### src/rtl/hamming_dec.sv
// hamming_dec -- pipelined Hamming single-error-correcting decoder.
//
// Receive-side counterpart of hamming_enc. Each word arrives with PW parity
// bits. The decoder computes the syndrome, inverts the data bit it points at,
// and flags syndromes that point past the end of the codeword. Codeword
// positions run 1..DW+PW. Parity bit i sits at position 2^i. Data bits fill
// the remaining positions in ascending order.
//
// The pipeline has two stages and a combinational ready path with no skid
// buffer. Latency is 2 cycles and throughput is 1 word/cycle.
//
// Optional feature (macro HAMMING_DEC_ERR_CNT_EN): saturating counters of
// corrected and uncorrectable words seen on output transfers, cleared by
// i_cnt_clr.
//
// Ports:
//   i_clk, i_rst   clock, synchronous active-high reset
//   i_valid        input word valid
//   o_ready        decoder can accept an input word
//   i_dec_data     received data (DW)
//   i_parity       received parity (PW)
//   o_valid        output word valid
//   i_ready        downstream accepts the output word
//   o_dec_data     corrected data (DW)
//   o_syndrome     raw syndrome (PW)
//   o_err_corr     single-bit error corrected (data or parity bit)
//   o_err_uncorr   syndrome out of range, data passed through unchanged
//   i_cnt_clr      (feature only) clear both error counters
//   o_corr_cnt     (feature only) count of corrected words (CNT_W)
//   o_uncorr_cnt   (feature only) count of uncorrectable words (CNT_W)
module hamming_dec #(
    parameter int DW    = 10,
    parameter int PW    = 4,
    parameter int CNT_W = 16
) (
    input  logic             i_clk,
    input  logic             i_rst,
    input  logic             i_valid,
    output logic             o_ready,
    input  logic [DW-1:0]    i_dec_data,
    input  logic [PW-1:0]    i_parity,
    output logic             o_valid,
    input  logic             i_ready,
    output logic [DW-1:0]    o_dec_data,
    output logic [PW-1:0]    o_syndrome,
    output logic             o_err_corr,
`ifdef HAMMING_DEC_ERR_CNT_EN
    output logic             o_err_uncorr,
    input  logic             i_cnt_clr,
    output logic [CNT_W-1:0] o_corr_cnt,
    output logic [CNT_W-1:0] o_uncorr_cnt
`else
    output logic             o_err_uncorr
`endif
);

    localparam int TW = DW + PW;
    localparam logic [PW-1:0] TW_P = PW'(TW);
    localparam bit PARAMS_OK = ((2 ** PW) >= (TW + 1)) && (CNT_W >= 1);

    if (!PARAMS_OK) begin : g_bad_params
        $error("hamming_dec: PW too small for DW, or CNT_W < 1");
    end

    // Position of data bit j: the j-th non-power-of-two position, 1-based.
    function automatic logic [PW-1:0] data_pos(input int j);
        int k;
        k = 0;
        data_pos = '0;
        for (int p = 1; p <= TW; p++) begin
            if ((p & (p - 1)) != 0) begin
                if (k == j) data_pos = PW'(p);
                k++;
            end
        end
    endfunction

    logic              vld_p1, vld_p2;
    logic              adv_p1, adv_p2;
    logic [PW-1:0]     syn_p0;
    logic [DW-1:0]     data_p1;
    logic [PW-1:0]     syn_p1;
    logic [DW-1:0]     flip_p1;
    logic              corr_p1, uncorr_p1;
    logic [DW-1:0]     data_p2;
    logic [PW-1:0]     syn_p2;
    logic              corr_p2, uncorr_p2;

    // Stage 2 moves when it is empty or drained. Stage 1 moves when it is
    // empty or stage 2 moves.
    assign adv_p2  = !vld_p2 || i_ready;
    assign adv_p1  = !vld_p1 || adv_p2;
    assign o_ready = adv_p1;

    // ---- stage 0: syndrome of the incoming word ----
    always_comb begin
        syn_p0 = i_parity;
        for (int j = 0; j < DW; j++) begin
            if (i_dec_data[j]) syn_p0 = syn_p0 ^ data_pos(j);
        end
    end

    always_ff @(posedge i_clk) begin
        if (i_rst) begin
            vld_p1 <= 1'b0;
        end else if (adv_p1) begin
            vld_p1 <= i_valid;
        end
    end

    always_ff @(posedge i_clk) begin
        if (adv_p1 && i_valid) begin
            data_p1 <= i_dec_data;
            syn_p1  <= syn_p0;
        end
    end

    // ---- stage 1: classify syndrome, build correction mask ----
    always_comb begin
        flip_p1   = '0;
        corr_p1   = (syn_p1 != '0) && (syn_p1 <= TW_P);
        uncorr_p1 = (syn_p1 > TW_P);
        for (int j = 0; j < DW; j++) begin
            flip_p1[j] = (syn_p1 == data_pos(j));
        end
    end

    always_ff @(posedge i_clk) begin
        if (i_rst) begin
            vld_p2    <= 1'b0;
            data_p2   <= '0;
            syn_p2    <= '0;
            corr_p2   <= 1'b0;
            uncorr_p2 <= 1'b0;
        end else if (adv_p2) begin
            vld_p2 <= vld_p1;
            if (vld_p1) begin
                data_p2   <= data_p1 ^ flip_p1;
                syn_p2    <= syn_p1;
                corr_p2   <= corr_p1;
                uncorr_p2 <= uncorr_p1;
            end
        end
    end

    // ---- stage 2: outputs ----
    assign o_valid      = vld_p2;
    assign o_dec_data   = data_p2;
    assign o_syndrome   = syn_p2;
    assign o_err_corr   = corr_p2;
    assign o_err_uncorr = uncorr_p2;

`ifdef HAMMING_DEC_ERR_CNT_EN
    function automatic logic [CNT_W-1:0] sat_inc(input logic [CNT_W-1:0] v);
        return (&v) ? v : v + CNT_W'(1);
    endfunction

    logic [CNT_W-1:0] corr_cnt, uncorr_cnt;

    // Clear has priority over a same-cycle increment.
    always_ff @(posedge i_clk) begin
        if (i_rst || i_cnt_clr) begin
            corr_cnt   <= '0;
            uncorr_cnt <= '0;
        end else if (o_valid && i_ready) begin
            if (o_err_corr)   corr_cnt   <= sat_inc(corr_cnt);
            if (o_err_uncorr) uncorr_cnt <= sat_inc(uncorr_cnt);
        end
    end

    assign o_corr_cnt   = corr_cnt;
    assign o_uncorr_cnt = uncorr_cnt;
`endif

endmodule

### config.mk
export PLATFORM = sky130hd
export DESIGN_NAME = hamming_dec
export DESIGN_NICKNAME = d
export VERILOG_FILES = /design/src/rtl/hamming_dec.sv
export SDC_FILE = /design/constraint.sdc
export NUM_CORES = 1
export LEC_CHECK = 0
export ABC_CLOCK_PERIOD_IN_PS = 1600
export CAP_MARGIN = 20
export CORE_UTILIZATION = 44
export DETAILED_ROUTE_END_ITERATION = 6
export GPL_TIMING_DRIVEN = 0
export MAX_ROUTING_LAYER = met4
export PLACE_DENSITY = 0.83
export SLEW_MARGIN = 20
export SYNTH_ARGS = -nofsm -noshare
export SYNTH_HDL_FRONTEND = slang
export SYNTH_SLANG_ARGS = --single-unit
export TNS_END_PERCENT = 100
### constraint.sdc
create_clock -name i_clk -period 1.6 [get_ports i_clk]
set_clock_uncertainty 0.15 [all_clocks]
set_input_delay 0.16 -clock i_clk [delete_from_list [all_inputs] [get_ports i_clk]]
set_output_delay 0.16 -clock i_clk [all_outputs]
set_load 0.01 [all_outputs]
# Word-level counts from Yosys, hierarchy flattened
# Cells that the tools add are included.
# op_classes
n_addsub	80
multipliers	0
n_div	0
magnitude_cmp	2
n_eq_ne	91
n_shift	0
mux	200
bitwise_logic	11
n_reduce_logical	17
# ops
operator	count
32-bit 2-to-1 mux	90
32-bit by 2-bit adder with 32-bit output, second input constant	80
32-bit by 4-bit equality test with 1-bit output, second input constant	36
32-bit by 3-bit equality test with 1-bit output, second input constant	18
32-bit by 5-bit equality test with 1-bit output, second input constant	18
4-bit 2-to-1 mux	90
32-bit by 2-bit equality test with 1-bit output, second input constant	9
32-bit zero test	9
3-bit 2-to-1 mux	20
4-bit XOR	10
4-bit equality test, second input constant	6
4-bit by 3-bit equality test with 1-bit output, second input constant	3
10-bit XOR	1
4-bit by 2-bit equality test with 1-bit output, second input constant	1
4-bit greater-than comparator, second input constant	1
4-bit less-or-equal comparator, second input constant	1
4-bit nonzero test	1
1-bit logical AND	2
1-bit zero test	2
1-bit logical OR	2
2-bit AND reduction	1
# word_totals
ff_bits	32
latch_bits	0
ram_bits	0
romBits	0
inputBits	18
word_cells	409
n_memories	0

# Longest topological paths before layout
# depth
word_depth	40
mapped_depth	5

# Worst setup path after synthesis
# OpenSTA, ideal clock, no wires.
# synth_timing
path_type	reg2reg
start	reg vld_p1
end	reg data_p1[0] (enable)
t_arrival_ns	1.175
required_ns	1.083
slack_ns	-0.092
path_stages_with_launch	5
cell_sequence	dfxtp_1 buf_4 clkbuf_1 nand2_1 and2_1
# synth_via
elab_chain_len	3
# synth_lines
element	line_no	rtl
start: declaration	78	logic vld_p1, vld_p2;
start signal: assignment	107	vld_p1 <= i_valid;
1-bit zero test	92	assign adv_p1 = !vld_p1 || adv_p2;
1-bit logical OR	92	
via o_ready	39	output logic o_ready,
1-bit logical AND	112	if (adv_p1 && i_valid) begin
end signal: assignment	113	data_p1 <= i_dec_data;
end: declaration	81	logic [DW-1:0] data_p1;
# The timed path passes the listed nets, and every way through them passes these cells.
# A chain may end at the register's enable or synchronous reset.

# Worst setup path in the final report
# layout_timing
start	reg data_p2[0], in the netlist o_dec_data[0]
end	out o_dec_data[0]
# layout_rtl
element	line_no	rtl
start: declaration	85	logic [DW-1:0] data_p2;
start signal: assignment	138	data_p2 <= data_p1 ^ flip_p1;
end: declaration	44	output logic [DW-1:0] o_dec_data,
# No word-level cell between the ends.

==> out/metrics.yaml <==
detailed_routing:
  drc: 0
  wl_per_cell_um: 12.5
  drt-total-wl_um: 2730
  detailedRoute.firstIterationViolations: 37
  vias_per_cell: 5.11
  vias: 1120
  drtAntennaViolNets: 0
  dr.pass1.iters: 4
critical_path:
  timing.rr.end: "o_err_corr"
  end_kind: "primary output"
  cp.arrival_ns: 1.24
  start_kind: "flop"
  critPathTopFamily: "buffers and inverters"
  crit_path_max_fanout: 2
  cp.required_ns: 1.29
  crit_chain: "clkdlybuf4s50_1"
  slowest_stage: "clkdlybuf4s50_1"
  path_buf_inv: 1
  rr_worst_depth: 3
  max_stage_delay_ns: 0.56
  timing.rr.start: "syn_p1[1]"
  worstSetupPathType: "flop to primary output"
  r2r_setup_slack_ns: 0.11
global_route:
  grt_pass1_wl_um: 4370
  grt.total_usage: 0.173
  antenna_found_initial: 0
  first_global_vias: 1065
  grt_max_degree: 15
  grt-ovfl-total: 0
clocking:
  cts_htree_levels: 2
  clk_latency_ns: 0.33
  clock-root-buffer: "clkbuf_4"
  clkTransAtPathRegs_ns: 0.10
  ctsHoldBuffers: 0
  tritoncts: "built"
  numCtsBuffers: 5
  clock_path_buffers: 2
  clock_sinks: 32
yosys:
  ys_ff_latch: 32
  syn_area_per_cell_um2: 11.4
  synth_top_cells_by_count: "xnor2_1, a21oi_1, dfxtp_1, edfxtp_1"
  synth_warnings: 0
  yosysTopAreaCellShare: 0.280
  ys.flop_type: "dfxtp_1"
  post_synth_main_area_contributors: "edfxtp_1, dfxtp_1, xnor2_1, a21oi_1, xor2_1"
  yosysTopAreaCell: "edfxtp_1"
  syn_nets: 150
  ys_types: 24
  netlist_area_mm2: 0.00150
  syn_inst: 132
  synth_edf_count: 14
  ys_seq_area_frac: 0.521
  async_flop_share: 0
  yosysMostFrequentCell: "xnor2_1"
sta:
  timing.final.ws_setup_ns: 0.0454
  tns_ns: 0
  hold_viol: 0
  slew_headroom: 0.727
  period_needed_ns: 1.55
  rsz0062_at_grt: "false"
  finalCritPeriodShare: 0.972
  worst_pin_slew_ns: 0.409
  timing.fmax_mhz: 643
  setup_violations: 0
  slew_viol_final: 0
floorplan:
  io_pins: 36
  rows: 20
  dieHeight_um: 60.4
  initial_core_util: 0.475
  core_mm2: 0.00315
  dieArea_mm2: 0.00364
  chipWidth_um: 60.4
finish:
  antenna_cells: 0
  n_fill_cell: 270
  fin_nets: 192
  synthToLayoutAreaGrowth_pct: 33.9
  drive_gt1_frac: 0.177
min_path:
  min_to: "o_dec_data[2]"
  min_path_cells: 2
  worstHoldStart: "i_rst"
  hold_path_class: "input port to flop"
power:
  p_sw_mw: 0.512
  p_clk_frac: 0.298
  leakage_nw: 0.676
  max-vdd-ir-drop_v: 0.000489
  swShare: 0.250
  powerDensity_mw_per_mm2: 1020
  p_comb_frac: 0.224
  power_frac_seq: 0.478
  p_int_mw: 1.54
place:
  pre_cts_slack_ns: -0.243
  gp_congestion: 0.823
  dp_hpwl_um: 2060
  io_buffer_count: 34
run_status:
  status: "completed"
flow_run:
  drv_cap: 0
==> cell type report <==
cell class	count	area (um^2)	area share
Clock buffer	8	90.1	0.0449
Timing Repair Buffer	35	343	0.171
Sequential cell	32	783	0.390
Inverter	1	3.75	0.00187
Multi-Input combinational cell	88	658	0.328
Buffer	11	73.8	0.0368
Tap cell	44	55.1	0.0274
==> power by group through the flow <==
stage,clock network (mW),registers [mW],logic (mW)
after floorplan,0,1.00,0.276
after global routing,0.658,0.989,0.496
after detailed placement,0,0.996,0.451
after CTS,0.616,0.978,0.457
after global placement,0,0.991,0.439
final,0.611,0.980,0.458
==> worst max-delay path by stage <==
stage                  startpoint            end  slack, ns  cells after the start
CTS                       o_valid        o_ready      0.008                      4
detailed placement        i_ready  o_dec_data[8]      -0.24                      5
global placement          i_ready  o_dec_data[1]      -0.20                      5
global route        o_dec_data[0]  o_dec_data[0]      0.006                      1
floorplan                  vld_p1     data_p1[0]       0.02                      4
finish              o_dec_data[0]  o_dec_data[0]       0.05                      1
==> what timing repair did <==
item / CTS / global route
gates resized for setup: 7 / 3
hold endpoints to repair: 0 / 0
endpoints found under the setup margin: 15 / 11
setup buffers: 1 / 0
==> registers in the layout, summed over array words and instances (netlist names) <==
register	flops
o_valid	1
o_dec_data	10
o_err_uncorr	1
o_err_corr	1
data_p1	10
vld_p1	1
o_syndrome	4
syn_p1	4
==> per-layer routing <==
layer / global-route usage / wire (um) / vias up
met4: 0.0731 / 39 / 0
met1: 0.166 / 1150 / 510
met3: 0.0725 / 193 / 4
li1: - / - / 562
met2: 0.303 / 1350 / 44
met5: - / 0 / -
==> stage by stage <==
stage	cells	hold slack [ns]	power, mW	area, um^2	utilization
4_1_cts	219	0.0828	2.05	2010	0.637
2_1_floorplan	132	0.109	1.28	1500	-
6_report	219	0.0873	2.05	2010	0.637
5_1_grt	219	0.0976	2.14	2010	0.637
3_5_place_dp	210	0.317	1.45	1900	0.601
3_3_place_gp	210	0.312	1.43	1900	0.601
==> logic make-up after synthesis <==
| logic type | synth area share |
|---|---|
| AO/OA/AOI/OAI | 0.130 |
| XOR/XNOR | 0.175 |
| buffers and inverters | 0.0426 |
| flip-flops | 0.521 |
| AND/OR/NAND/NOR | 0.131 |
==> cell usage in the layout, fill, tap and decap left out, drive strengths merged <==
cell type | netlist | routed
or2b | 1 | 1
edfxtp | 14 | 14
inv | 1 | 1
a21oi | 18 | 18
clkdlybuf4s50 | 0 | 33
nand3 | 5 | 5
xnor2 | 20 | 20
and4 | 1 | 1
clkbuf | 4 | 13
buf | 7 | 8
nand4b | 4 | 4
nor2 | 2 | 2
dfxtp | 18 | 18
xor2 | 10 | 10
a211oi | 10 | 10
o21ai | 6 | 6
nand2 | 1 | 1
nor2b | 1 | 1
and4bb | 6 | 6
nor4 | 1 | 1
and2 | 1 | 1
or4 | 1 | 1
Power figures use the tool's default switching activity.
